===== config.mk =====
export PLATFORM = sky130hd
export DESIGN_NAME = branch_resolver
export DESIGN_NICKNAME = d
export VERILOG_FILES = /design/src/rtl/branch_resolver.sv
export SDC_FILE = /design/constraint.sdc
export NUM_CORES = 1
export LEC_CHECK = 0
export BUFFER_PORTS_ARGS = -buffer_cell sky130_fd_sc_hd__buf_2
export CAP_MARGIN = 15
export CORE_ASPECT_RATIO = 0.8
export CORE_MARGIN = 1.5
export CORE_UTILIZATION = 52
export CTS_CLUSTER_DIAMETER = 60
export DETAILED_ROUTE_END_ITERATION = 16
export PLACE_DENSITY = 0.91
export SLEW_MARGIN = 20
export SYNTH_ARGS = -nofsm -noshare
export SYNTH_HDL_FRONTEND = slang
export SYNTH_SLANG_ARGS = --single-unit

===== constraint.sdc =====
create_clock -name clk -period 4.28 [get_ports clk]
set_clock_uncertainty 0.15 [all_clocks]
set_input_delay 0.214 -clock clk [delete_from_list [all_inputs] [get_ports clk]]
set_output_delay 0.214 -clock clk [all_outputs]
set_load 0.01 [all_outputs]

===== src/rtl/branch_resolver.sv =====
// EX-stage branch resolution: mispredict detection, flush/redirect, RAS undo.
// Optional macro BRANCH_STAT_EN adds saturating branch statistics counters.
module branch_resolver #(
    parameter int PC_WIDTH = 32
`ifdef BRANCH_STAT_EN
    ,
    parameter int STAT_WIDTH = 32
`endif
) (
    input  logic                clk,
    input  logic                rst,
    input  logic                PL_stall,
    input  logic                B_type_if,
    input  logic                B_type_prediction_result,
    input  logic                jalr_if,
    input  logic [PC_WIDTH-1:0] jalr_pc_prediction,
    input  logic                ras_push_if,
    input  logic                ras_pop_if,
    input  logic                B_type_ex,
    input  logic [5:0]          br_op_ex,
    input  logic [PC_WIDTH-1:0] rs1_ex,
    input  logic [PC_WIDTH-1:0] rs2_ex,
    input  logic [PC_WIDTH-1:0] pc_ex,
    input  logic [PC_WIDTH-1:0] imme_ex,
    input  logic                jalr_ex,
    input  logic [PC_WIDTH-1:0] jalr_target_ex,
    output logic                corrected_result,
    output logic                corrected_valid,
    output logic                PL_flush,
    output logic [PC_WIDTH-1:0] redirect_pc,
    output logic                B_type_branch_failed,
    output logic [5:0]          br_op_branch_failed,
    output logic [PC_WIDTH-1:0] pc_branch_failed,
    output logic                B_type_result_branch_failed,
    output logic                ras_rollback_pop,
    output logic                ras_rollback_push,
    output logic                stall_req
`ifdef BRANCH_STAT_EN
    ,
    output logic [STAT_WIDTH-1:0] stat_branches,
    output logic [STAT_WIDTH-1:0] stat_mispredicts,
    output logic [STAT_WIDTH-1:0] stat_jalr_miss
`endif
);

    typedef struct packed {
        logic                b_type;
        logic                pred;
        logic                jalr;
        logic [PC_WIDTH-1:0] jalr_pred;
        logic                push;
        logic                pop;
    } slot_t;

    typedef enum logic {IDLE, UNDO} state_t;

    state_t      state;
    slot_t       id_q;
    slot_t       ex_q;
    logic [3:0]  pend;
    logic        taken;
    logic        go;
    logic        mis_b;
    logic        mis_j;
    logic        mis;
    logic [3:0]  cand;
    logic [3:0]  cand_low;
    logic [3:0]  pend_low;
    logic [PC_WIDTH-1:0] target;
    logic        unused_slot;

    // Lowest set bit: the next undo action in queue order.
    function automatic logic [3:0] lowbit(input logic [3:0] v);
        return v & (~v + 4'd1);
    endfunction

    // Actual branch direction; malformed op encodings resolve not-taken.
    always_comb begin
        taken = 1'b0;
        if ($onehot(br_op_ex)) begin
            unique case (1'b1)
                br_op_ex[0]: taken = (rs1_ex == rs2_ex);
                br_op_ex[1]: taken = (rs1_ex != rs2_ex);
                br_op_ex[2]: taken = ($signed(rs1_ex) < $signed(rs2_ex));
                br_op_ex[3]: taken = ($signed(rs1_ex) >= $signed(rs2_ex));
                br_op_ex[4]: taken = (rs1_ex < rs2_ex);
                br_op_ex[5]: taken = (rs1_ex >= rs2_ex);
                default:     taken = 1'b0;
            endcase
        end
    end

    assign corrected_result = B_type_ex & taken;
    assign corrected_valid  = B_type_ex & ~PL_stall;

    assign go    = ~PL_stall & (state == IDLE);
    assign mis_b = go & B_type_ex & (taken != ex_q.pred);
    assign mis_j = go & ~B_type_ex & jalr_ex
                 & (jalr_target_ex != ex_q.jalr_pred);
    assign mis   = mis_b | mis_j;

    assign target = mis_b
        ? (taken ? pc_ex + imme_ex : pc_ex + PC_WIDTH'(4))
        : jalr_target_ex;

    // Even bits undo a push (emit pop), odd bits undo a pop (emit push).
    assign cand     = {id_q.pop, id_q.push, ras_pop_if, ras_push_if};
    assign cand_low = lowbit(cand);
    assign pend_low = lowbit(pend);

    assign unused_slot = ^{ex_q.b_type, ex_q.jalr, ex_q.push, ex_q.pop};

    // Shadow prediction pipe tracking the IF->ID->EX instruction flow.
    always_ff @(posedge clk) begin
        if (rst) begin
            id_q <= '0;
            ex_q <= '0;
        end else if (PL_flush) begin
            id_q <= '0;
            ex_q <= '0;
        end else if (!PL_stall) begin
            ex_q <= id_q;
            id_q <= '{b_type:    B_type_if,
                      pred:      B_type_prediction_result,
                      jalr:      jalr_if,
                      jalr_pred: jalr_pc_prediction,
                      push:      ras_push_if,
                      pop:       ras_pop_if};
        end
    end

    // Flush pulse, redirect target and failed-branch bundle.
    always_ff @(posedge clk) begin
        if (rst) begin
            PL_flush                    <= 1'b0;
            redirect_pc                 <= '0;
            B_type_branch_failed        <= 1'b0;
            br_op_branch_failed         <= '0;
            pc_branch_failed            <= '0;
            B_type_result_branch_failed <= 1'b0;
        end else begin
            PL_flush <= mis;
            if (mis) begin
                redirect_pc                 <= target;
                B_type_branch_failed        <= B_type_ex;
                br_op_branch_failed         <= br_op_ex;
                pc_branch_failed            <= pc_ex;
                B_type_result_branch_failed <= ex_q.pred;
            end
        end
    end

    // RAS undo sequencer: one rollback action per cycle while stalling.
    always_ff @(posedge clk) begin
        if (rst) begin
            state             <= IDLE;
            pend              <= '0;
            stall_req         <= 1'b0;
            ras_rollback_pop  <= 1'b0;
            ras_rollback_push <= 1'b0;
        end else begin
            unique case (state)
                IDLE: begin
                    if (mis && cand != 4'd0) begin
                        state             <= UNDO;
                        pend              <= cand & ~cand_low;
                        stall_req         <= 1'b1;
                        ras_rollback_pop  <= |(cand_low & 4'b0101);
                        ras_rollback_push <= |(cand_low & 4'b1010);
                    end else begin
                        stall_req         <= 1'b0;
                        ras_rollback_pop  <= 1'b0;
                        ras_rollback_push <= 1'b0;
                    end
                end
                UNDO: begin
                    if (pend != 4'd0) begin
                        pend              <= pend & ~pend_low;
                        ras_rollback_pop  <= |(pend_low & 4'b0101);
                        ras_rollback_push <= |(pend_low & 4'b1010);
                    end else begin
                        state             <= IDLE;
                        stall_req         <= 1'b0;
                        ras_rollback_pop  <= 1'b0;
                        ras_rollback_push <= 1'b0;
                    end
                end
                default: state <= IDLE;
            endcase
        end
    end

`ifdef BRANCH_STAT_EN
    // Saturating statistics counters.
    always_ff @(posedge clk) begin
        if (rst) begin
            stat_branches    <= '0;
            stat_mispredicts <= '0;
            stat_jalr_miss   <= '0;
        end else begin
            if (corrected_valid && !(&stat_branches))
                stat_branches <= stat_branches + 1'b1;
            if (mis_b && !(&stat_mispredicts))
                stat_mispredicts <= stat_mispredicts + 1'b1;
            if (mis_j && !(&stat_jalr_miss))
                stat_jalr_miss <= stat_jalr_miss + 1'b1;
        end
    end
`endif

endmodule


Yosys cells after proc, flatten, opt, wreduce, memory -nomap -nowiden --
Cells that the tools add are included.
Word-level totals: input bits 208, register bits 149, logic and storage cells 85, output and inout port bits 78
Operators by class: eq/ne operators 8, bitwise operators 20, $add $sub $neg 9, order comparisons 4, multiplexer cells 18, reductions and logical operators 9
Operators by type and width (number):
- greater-or-equal comparator 32 bit | 2
- < comparator 32 bit | 2
- two-way mux 32 bit | 2
- inequality test 32 bit | 2
- adder 32 x 3 -> 32 bit, second input constant | 1
- adder 32 bit | 1
- == test 32 bit | 1
- AND 4 bit | 4
- inverter 4 bit | 4
- OR reduction 2 bit | 5
- adder 4 x 1 -> 4 bit, second input constant | 2
- AND 1 bit | 8
- two-way mux 1 bit | 8
- two-way mux 4 bit | 2
- case mux 1 bit (2 select lines) | 4
- case mux 4 bit (2 select lines) | 1
- nonzero test 4 bit | 2
- adder 1 x 1 -> 2 bit | 3
- case mux 1 bit (6 select lines) | 1
- inequality test 2 x 1 -> 1 bit, second input constant | 2
- adder 2 x 2 -> 3 bit | 1
- adder 3 x 2 -> 3 bit | 1
- == test 3 x 1 -> 1 bit, second input constant | 1
- inverter 1 bit | 3
- 5 further kinds | 5

Logic depth before layout (Yosys ltp) --
Gate-level depths: netlist (run 1).
depth after elaboration 11, depth in mapped cells 15, gate-level depth less buffers 13

Worst setup path after synthesis (run 1) --
No wires, ideal clock.
path type input-to-reg, start in br_op_ex[0], end reg redirect_pc[27], slack 651 ps, path buffers 3, required time 4034 ps, arrival 3383 ps, setup time 96 ps, cell stages on the path 14, path through fa_1 > inv_1 > fa_1 > inv_1 > ha_1 > fa_1 > nor2_1 > nand3_1 > or4_1 > buf_2 > and2_4 > buf_6 > buf_6 > o41ai_2
On the way: cells in the longest elaborated chain, start to end 8, elaborated cells on any way between the ends 11, classes of those cells 3 x add/sub; 2 x eq/ne; 4 x mux; 2 x bitwise
RTL lines:
- start, declared | line 20 | input logic [5:0] br_op_ex,
- adder 1 x 1 -> 2 bit (implied by the code) | line 80 | if ($onehot(br_op_ex)) begin
- adder 2 x 2 -> 3 bit (implied by the code) | line 80
- adder 3 x 2 -> 3 bit (implied by the code) | line 80
- == test 3 x 1 -> 1 bit | line 80
- two-way mux 1 bit (*) | line 80
- inequality test 1 bit | line 97 | assign mis_b = go & B_type_ex & (taken != ex_q.pred);
- AND 1 bit | line 97
- two-way mux 32 bit or OR 1 bit (tied branches) | line 103, 100
- end signal, assigned | line 144 | redirect_pc <= target;
- end, declared | line 30 | output logic [PC_WIDTH-1:0] redirect_pc,
Every way passes the cells marked *; elsewhere a longest branch is shown, timed or not. A chain may end at the register's enable or synchronous reset.

Worst setup path in the final report (run 1) --
start in br_op_ex[0], end out corrected_result
On the way: cells in the longest elaborated chain, start to end 6, elaborated cells on any way between the ends 7, classes of those cells 3 x add/sub; 1 x eq/ne; 2 x mux; 1 x bitwise
RTL lines:
- adder 1 x 1 -> 2 bit (implied by the code) | line 80
- adder 2 x 2 -> 3 bit (implied by the code) | line 80
- adder 3 x 2 -> 3 bit (implied by the code) | line 80
- == test 3 x 1 -> 1 bit | line 80
- two-way mux 1 bit (*) | line 80
- AND 1 bit (*) | line 93 | assign corrected_result = B_type_ex & taken;
- end, declared | line 27 | output logic corrected_result,
Marked as above.

==> flow_summary.toml, run 1 <==
[sta]
maxSlewViolCount = 0
relSlewSlack_pct = 43.7
worstMarginPinSlew_ns = 0.844
period_share_pct = 96.1
finalHoldViolCount = 0
rsz0062_at_grt = "no"
setup_tns_ns = 0
setup_viol = 0
setup_slack_ns = 0.168
fmax_mhz = 243
min_period_ns = 4.11

[synthesis]
synthTopCellsByCount = "nor2_1, dfxtp_1, mux2i_1"
yosysUniqueCellTypes = 67
syn_inst = 1084
synth_area_leaders = "dfxtp_1, mux2i_1, ha_1"
synth_warnings = 0
ys_seq_elements = 148
syn-num-nets = 1362
synthMostInstantiatedCell = "nor2_1"
synth_top_area_cell = "dfxtp_1"
yosysTopAreaCellShare_pct = 32.1
synthArstFlopShare_pct = 0
synth_edf_count = 0
synth_ff_type = "dfxtp_1"
ys_seq_area_share_pct = 32.1
avgSynthCellArea_um2 = 8.51
synth_area_um2 = 9230

[placement]
post_dp_cell_area_um2 = 10900
gp_congestion = 0.898
dpl.hpwl_um = 21900
pre_cts_slack_ns = 0.262
port_buffers = 283

[detailed_routing]
drt_iter0_drc = 655
viasPerCell = 5.80
drc = 0
vias = 9644
ant_nets = 0
wire_per_inst_um = 18.8
wl_um = 31200
drt_pass1_iterations = 5

[clock_network]
numCtsBuffers = 17
clk_latency_ns = 0.43
cts_tree = "yes"
clock-sinks = 148
clk_pin_slew_ns = 0.06
clock_path_buffers = 2
clockRootBuffer = "clkbuf_16"
cts.htree.levels = 4

[hold_path]
hp-class = "input port to register"

[setup_path]
start_kind = "input port"
critPathCaptureType = "output port"
cp.arrival_ns = 3.75
path_class = "input port to output port"
cp_data_required_time_ns = 3.92
path_max_fanout = 17

[floorplanning]
io_pins = 286
die_x_um = 152
dieHeight_um = 122
coreArea_um2 = 17400
die_area_um2 = 18600
rows = 43
start_util_pct = 53.1

[finish]
finalInstanceArea_um2 = 12200
fillers = 1329
multi_input_area_um2 = 5850
fin_nets = 1702
layout-drive-gt1-share_pct = 24.3
diodes = 0
area_growth_pct = 32.0
seq_area_um2 = 2960

[pwr]
peakVddDrop_uv = 299
p_per_area_nw_per_um2 = 336
leakagePower_nw = 5.93

[global_routing]
antenna_found_initial = 0
grtUsageTotal_pct = 33.3
overflow = 0
grt_pass1_vias = 9595
grt_first_pass_wirelength_um = 48700
grt_max_degree = 70

[flow_run]
max_cap_violations = 0

[status]
status = "complete, no violations"
==> worst max-delay path: stages <==
cell,delay [ns]
dlygate4sd3_1,0.53
buf_2,0.15
fa_1,0.54
inv_1,0.05
fa_1,0.47
inv_1,0.04
ha_1,0.18
fa_1,0.43
nor2_1,0.11
nand3_1,0.13
buf_4,0.18
or2_2,0.43
nor2_1,0.13
buf_2,0.16
==> repair_timing <==
action | in CTS | in global routing
hold buffers | 73 | 0
setup buffers | 0 | 0
endpoints found under the hold margin | 75 | 0
endpoints found under the setup margin | 0 | 1
resized for setup | 0 | 1
==> layer usage <==
layer / track usage (%) / wire (um)
met3: 7.26 / 2420
met2: 57.3 / 14800
met1: 39.8 / 12600
met4: 16.2 / 1330
met5: 0 / 0
==> worst paths after layout <==
kind | end | slack (ns) | cells after the start | start
setup / recovery | corrected_result | 0.17 | 14 | br_op_ex[0]
hold / removal | pc_branch_failed[4]$_SDFFE_PP0P_ | 0.02 | 3 | pc_ex[4]
setup reg to reg | redirect_pc[0]$_SDFFE_PP0P_ | 1.23 | 8 | ex_q[2]$_SDFFE_PP0N_
hold reg to reg | pc_branch_failed[16]$_SDFFE_PP0P_ | 0.34 | 2 | pc_branch_failed[16]$_SDFFE_PP0P_
==> area by class of cell <==
| class | instances | area share, % |
|---|---|---|
| repair buffers | 372 | 18.9 |
| flip-flops and latches | 148 | 24.3 |
| well taps | 225 | 2.31 |
| clock buffers | 18 | 3.52 |
| inverters | 58 | 1.79 |
| multi-input cells | 827 | 48.0 |
| clock inverters | 14 | 1.17 |
==> flip-flops by register name (all words and copies together), names as in the netlist <==
| signal | count |
|---|---|
| B_type_branch_failed | 1 |
| B_type_result_branch_failed | 1 |
| PL_flush | 1 |
| br_op_branch_failed | 6 |
| cand | 2 |
| ex_q | 33 |
| id_q | 33 |
| pc_branch_failed | 32 |
| pend | 3 |
| ras_rollback_pop | 1 |
| ras_rollback_push | 1 |
| redirect_pc | 32 |
| stall_req | 1 |
| state | 1 |
==> cells by family after synthesis <==
group	synth area share [%]
flops	32.1
mux	13.2
compound gates	15.1
xor+xnor	7.97
buf+inv	4.87
fa+ha+maj	9.81
simple gates	17.0
==> through the flow <==
step	hold WS, ns	cells	util, %	total power, W
final	0.0203	1662	70.1	0.00409
after global routing	0.0297	1662	70.1	0.00427
after CTS	0.00524	1662	70.1	0.00407
after detailed placement	0.303	1557	62.6	0.00254
after global placement	0.297	1557	62.6	0.00250
after floorplan	0.207	1084	-	0.00217
==> cell usage in the layout, fill, tap and decap left out, types with 3 or more instances in the layout <==
master	netlist	final
o31a_1	3	3
o21ai_0	35	35
a31oi_1	7	7
o21bai_1	3	3
nor4_1	10	10
o211ai_1	4	4
xnor2_1	25	25
or2_2	3	3
fa_1	4	4
or3_1	8	8
clkinv_4	0	4
nand2b_1	5	5
clkbuf_16	0	17
a221oi_1	4	4
o22ai_1	11	11
mux2i_1	122	122
nand2_1	62	62
ha_1	66	66
inv_8	0	3
xor2_1	59	59
nor2_1	166	165
nand3b_1	3	3
buf_4	5	14
a31o_2	4	4
dlygate4sd3_1	0	73
inv_6	0	3
inv_1	58	58
o31ai_1	3	3
buf_2	5	282
a21o_1	15	15
a2111oi_0	4	4
a211o_1	3	3
nand4_1	11	11
nor3_1	20	20
nand3_1	28	28
a21oi_1	49	49
dfxtp_1	148	148
o21a_1	11	11
and3_1	11	11
a211oi_1	30	30
==> power breakdown <==
group	switching (W)	internal [W]
clock	0.000679	0.000819
combinational	0.000602	0.000474
sequential	0.0000531	0.00147
total	0.00133	0.00276
No activity file was read; power rests on OpenSTA's default activity.
==> inputs of run 2 (changes only) <==
--- a/config.mk
+++ b/config.mk
@@ -12,7 +12,7 @@
 export CORE_UTILIZATION = 52
 export CTS_CLUSTER_DIAMETER = 60
 export DETAILED_ROUTE_END_ITERATION = 16
-export PLACE_DENSITY = 0.91
+export PLACE_DENSITY = 0.81
 export SLEW_MARGIN = 20
 export SYNTH_ARGS = -nofsm -noshare
 export SYNTH_HDL_FRONTEND = slang
==> run 2 against run 1 <==
Worst hold slack improved by 0.0025 ns. First-iteration DRC count down 8.9%. Total power rose by 0.27%. Highest routed layer unchanged. Wire length fell by 5.7%. Sequential share of layout area shrank 0.097 points. Count of clock-buffer cells in the layout unchanged. Critical path depth up 1. Largest cell class unchanged. Core utilization rose by 0.28 points.
==> flow_summary.toml, run 2 (synthesis results as in run 1) <==
[detailed_routing]
vias = 9387
wl_um = 29400
drc = 0
drt_iter0_drc = 597
ant_nets = 0
drt_pass1_iterations = 5
viasPerCell = 5.64
wire_per_inst_um = 17.7

[finish]
layout-drive-gt1-share_pct = 24.3
diodes = 0
final_common_cell = "buf_2"
finalInstanceArea_um2 = 12200
layout_common_cells = "buf_2, nor2_1, dfxtp_1, mux2i_1, dlygate4sd3_1"
fin_nets = 1704
area_growth_pct = 32.5
fillers = 1352
top_regs = "ex_q: 33 flops, id_q: 33 flops"
final_core_util_pct = 70.4

[sta]
min_period_ns = 4.04
worstMarginPinSlew_ns = 0.905
fmax_mhz = 247
relSlewSlack_pct = 39.6
setup_viol = 0
rsz0062_at_grt = "no"
hold_ws_ns = 0.0228
setup_slack_ns = 0.237
maxSlewViolCount = 0
period_share_pct = 94.5
finalHoldViolCount = 0
setup_tns_ns = 0

[hold_path]
worstHoldPathCells = 3
hp-class = "input port to register"

[setup_path]
cp.arrival_ns = 4.17
path_class = "input port to register"
start_kind = "input port"
path_max_fanout = 31
reg2regPathDepth = 10
crit_path_start = "br_op_ex[0]"
critPathCaptureType = "register"
endpoint = "pc_branch_failed[14]$_SDFFE_PP0P_"
reg2reg_from = "ex_q[13]$_SDFFE_PP0N_"
r2r_slack_ns = 1.34
cp_data_required_time_ns = 4.41
r2r_end = "redirect_pc[29]$_SDFFE_PP0P_"

[global_routing]
grtUsageTotal_pct = 31.2
grt_pass1_vias = 9058
grt_max_degree = 84
overflow = 0
grt_first_pass_wirelength_um = 45700
antenna_found_initial = 0

[clock_network]
clock-sinks = 148
cts_tree = "yes"
numCtsBuffers = 17
clk_pin_slew_ns = 0.06
clockRootBuffer = "clkbuf_16"
clock_path_buffers = 2
cts.htree.levels = 4
cts_setup_buffers = 0
clk_latency_ns = 0.43

[pwr]
p_int_w = 0.00278
p_clk_share_pct = 37.0
power_frac_comb_pct = 25.9
swShare_pct = 32.2
leakagePower_nw = 5.95
seqPwrFrac_pct = 37.0
p_per_area_nw_per_um2 = 336
p_switching_w = 0.00132
peakVddDrop_uv = 251

[floorplanning]
die_area_um2 = 18600
dieHeight_um = 122
die_x_um = 152
io_pins = 286
start_util_pct = 53.1
coreArea_um2 = 17400
rows = 43

[flow_run]
max_cap_violations = 0

[placement]
gp_congestion = 0.917
port_buffers = 283
post_dp_cell_area_um2 = 10900
dpl.hpwl_um = 21200
pre_cts_slack_ns = 0.234

[status]
status = "complete, no violations"
## run 2: power by group through the flow
stage | sequential [W] | clock [W] | combinational [W]
floorplan | 0.00157 | 0 | 0.000603
global route | 0.00153 | 0.00160 | 0.00116
CTS | 0.00152 | 0.00153 | 0.00104
global placement | 0.00154 | 0 | 0.000964
finish | 0.00152 | 0.00152 | 0.00106
detailed placement | 0.00155 | 0 | 0.000981
## run 2: layer usage
layer / GRT usage, % / share of wire [%] / vias to the layer above
met3: 6.90 / 7.4 / 89
met1: 38.6 / 42 / 4348
li1: - / - / 4528
met5: 0 / 0 / -
met4: 14.6 / 4.2 / 0
met2: 52.3 / 46 / 422
## run 2: what timing repair did
action	4_1_cts	5_1_grt
hold endpoints to repair	78	0
gates resized for setup	0	3
hold buffers	76	0
setup endpoints to repair	0	13
## run 2: cell type report
type | instances | area, um^2 | area share (%)
Inverter | 58 | 218 | 1.78
Sequential cell | 148 | 2960 | 24.2
Clock buffer | 18 | 439 | 3.59
Tap cell | 225 | 282 | 2.30
Multi-Input combinational cell | 827 | 5860 | 47.9
Timing Repair Buffer | 374 | 2320 | 18.9
Clock inverter | 14 | 155 | 1.27
## run 2: how the worst min path moves through the flow
stage	from	to	slack, ns
floorplan	ras_pop_if	pend[1]$_SDFFE_PP0P_	0.21
global placement	jalr_pc_prediction[9]	id_q[11]$_SDFFE_PP0N_	0.30
detailed placement	jalr_pc_prediction[26]	id_q[28]$_SDFFE_PP0N_	0.30
CTS	jalr_target_ex[26]	redirect_pc[26]$_SDFFE_PP0P_	0.01
global route	jalr_target_ex[3]	redirect_pc[3]$_SDFFE_PP0P_	0.02
finish	jalr_target_ex[26]	redirect_pc[26]$_SDFFE_PP0P_	0.02
## run 2: stage by stage
step	std cells	total power [W]
floorplan	1084	0.00217
global placement	1556	0.00251
detailed placement	1556	0.00253
CTS	1664	0.00409
global route	1664	0.00429
finish	1664	0.00411
## run 2: critical path, stage by stage
cell and delay [ns]:
dlygate4sd3_1 0.54, buf_2 0.15, fa_1 0.54, inv_1 0.05, fa_1 0.47, inv_1 0.04
ha_1 0.18, fa_1 0.43, nor2_1 0.11, nand3_1 0.15, or4_4 0.57, nand3_4 0.17
buf_12 0.24, mux2i_1 0.25, nor2_1 0.06
==> inputs of run 3 (changes only) <==
--- a/config.mk
+++ b/config.mk
@@ -5,7 +5,7 @@
 export SDC_FILE = /design/constraint.sdc
 export NUM_CORES = 1
 export LEC_CHECK = 0
-export BUFFER_PORTS_ARGS = -buffer_cell sky130_fd_sc_hd__buf_2
+export BUFFER_PORTS_ARGS = -buffer_cell sky130_fd_sc_hd__clkbuf_2
 export CAP_MARGIN = 15
 export CORE_ASPECT_RATIO = 0.8
 export CORE_MARGIN = 1.5
==> run 3 against run 2 <==
First-iteration DRC count rose by 21%. Largest power group is now the clock network. Worst setup slack worse by 0.058 ns. Cell area unchanged. Critical endpoint is now corrected_result. Critical path type is now input port to output port. Highest routed layer unchanged.
==> flow_summary.toml, run 3 (synthesis results as in run 1) <==
[detailed_routing]
viasPerCell = 5.61
drt_pass1_iterations = 5
ant_nets = 0
wl_um = 29000
drc = 0
wire_per_inst_um = 17.5
vias = 9310
drt_iter0_drc = 724

[global_routing]
antenna_found_initial = 0
grtUsageTotal_pct = 31.2
grt_max_degree = 70
overflow = 0
grt_pass1_vias = 9095
grt_first_pass_wirelength_um = 45600

[setup_path]
cp_data_required_time_ns = 3.92
path_cells = "dlygate4sd3_1, clkbuf_2, fa_1, inv_1, fa_1, inv_1, ha_1, fa_1, nor2_1, nand3_1, buf_4, or2_4, nor2_1, clkbuf_2"
path_max_fanout = 24
path_class = "input port to output port"
cpPeakStageDelay_ns = 0.54
critPathTopFamily = "adder cells"
critPathCaptureType = "output port"
start_kind = "input port"
cp.arrival_ns = 3.74
path_common_cell = "fa_1"
crit_path_top_delay_cell = "dlygate4sd3_1"
crit_buf_inv = 6

[sta]
min_period_ns = 4.10
relSlewSlack_pct = 45.0
period_share_pct = 95.8
setup_tns_ns = 0
maxSlewViolCount = 0
finalHoldViolCount = 0
setup_viol = 0
hold_ws_ns = 0.0211
rsz0062_at_grt = "no"
fmax_mhz = 244
worstMarginPinSlew_ns = 0.825

[floorplanning]
die_area_um2 = 18600
dieHeight_um = 122
io_pins = 286
start_util_pct = 53.1
rows = 43
coreArea_um2 = 17400
die_x_um = 152

[finish]
top_regs = "ex_q: 33 flops, id_q: 33 flops"
area_growth_pct = 32.5
fillers = 1350
fin_nets = 1700
seq_area_um2 = 2960
final_common_cell = "clkbuf_2"
multi_input_area_um2 = 5850
layout_common_cells = "clkbuf_2, nor2_1, dfxtp_1, mux2i_1, dlygate4sd3_1"
diodes = 0
layout-drive-gt1-share_pct = 24.2
final_cells = 1660
final_core_util_pct = 70.4

[pwr]
peakVddDrop_uv = 281
p_per_area_nw_per_um2 = 338
power.total_w = 0.00413
leakagePower_nw = 5.93

[clock_network]
clock-sinks = 148
clock_path_buffers = 2
clockRootBuffer = "clkbuf_16"
clk_latency_ns = 0.44
cts.htree.levels = 4
numCtsBuffers = 17
clk_pin_slew_ns = 0.07
cts_tree = "yes"

[hold_path]
hp-class = "input port to register"

[flow_run]
max_cap_violations = 0

[status]
status = "complete, no violations"

[placement]
dp_cells = 1553
dpl.hpwl_um = 21400
gp_congestion = 0.902
port_buffers = 283
[run 3: worst reg2reg max path, stage by stage (launching register included)]
cell and delay (ns):
dfxtp_1 0.34, xor2_1 0.16, nor4_1 0.44, nand4_1 0.25
o2111ai_4 0.70, inv_1 0.31, nand2_1 0.17, nand2_1 0.10
a31oi_1 0.17, a31oi_1 0.09
[run 3: timing repair]
action / in CTS / in global routing
gates resized for setup: 0 / 2
hold buffers: 74 / 0
endpoints found under the setup margin: 0 / 39
setup buffers: 0 / 0
hold endpoints to repair: 77 / 0
[run 3: metrics by stage]
stage	worst slack [ns]	cell area, um^2
after global routing	0.0267	12200
after CTS	0.0291	12200
final	0.178	12200
after global placement	0.294	10800
after detailed placement	0.190	10800
after floorplan	0.651	9230
[run 3: worst paths after layout]
| check | depth (start not counted) | slack, ns | start | to |
|---|---|---|---|---|
| setup / recovery | 14 | 0.18 | br_op_ex[0] | corrected_result |
| hold / removal | 3 | 0.02 | jalr_target_ex[19] | redirect_pc[19]$_SDFFE_PP0P_ |
| setup reg to reg | 9 | 1.24 | ex_q[3]$_SDFFE_PP0N_ | redirect_pc[29]$_SDFFE_PP0P_ |
| hold reg to reg | 2 | 0.34 | pc_branch_failed[6]$_SDFFE_PP0P_ | pc_branch_failed[6]$_SDFFE_PP0P_ |
[run 3: area by class of cell]
type | instances | share of cell area, %
timing repair buffer | 370 | 18.8
clock buffer | 17 | 3.48
multi-input combinational | 827 | 47.8
clock inverter | 15 | 1.61
sequential | 148 | 24.2
tap | 225 | 2.30
inverter | 58 | 1.78
[run 3: metal layers]
layer	share of wire, %	wire length, um	vias up	GRT usage, %
met5	0	0	-	0
met2	47	13700	363	52.2
met3	7.0	2020	69	8.08
met1	43	12400	4353	38.6
li1	-	-	4525	-
met4	3.2	942	0	12.6
[run 3: where the power goes]
group          internal [W]  switching [W]  leakage [nW]  total (W)
Clock              0.000801       0.000750         0.302    0.00155
Sequential          0.00147      0.0000542          1.21    0.00152
Combinational      0.000469       0.000591          4.42    0.00106
Total               0.00274        0.00140          5.93    0.00413
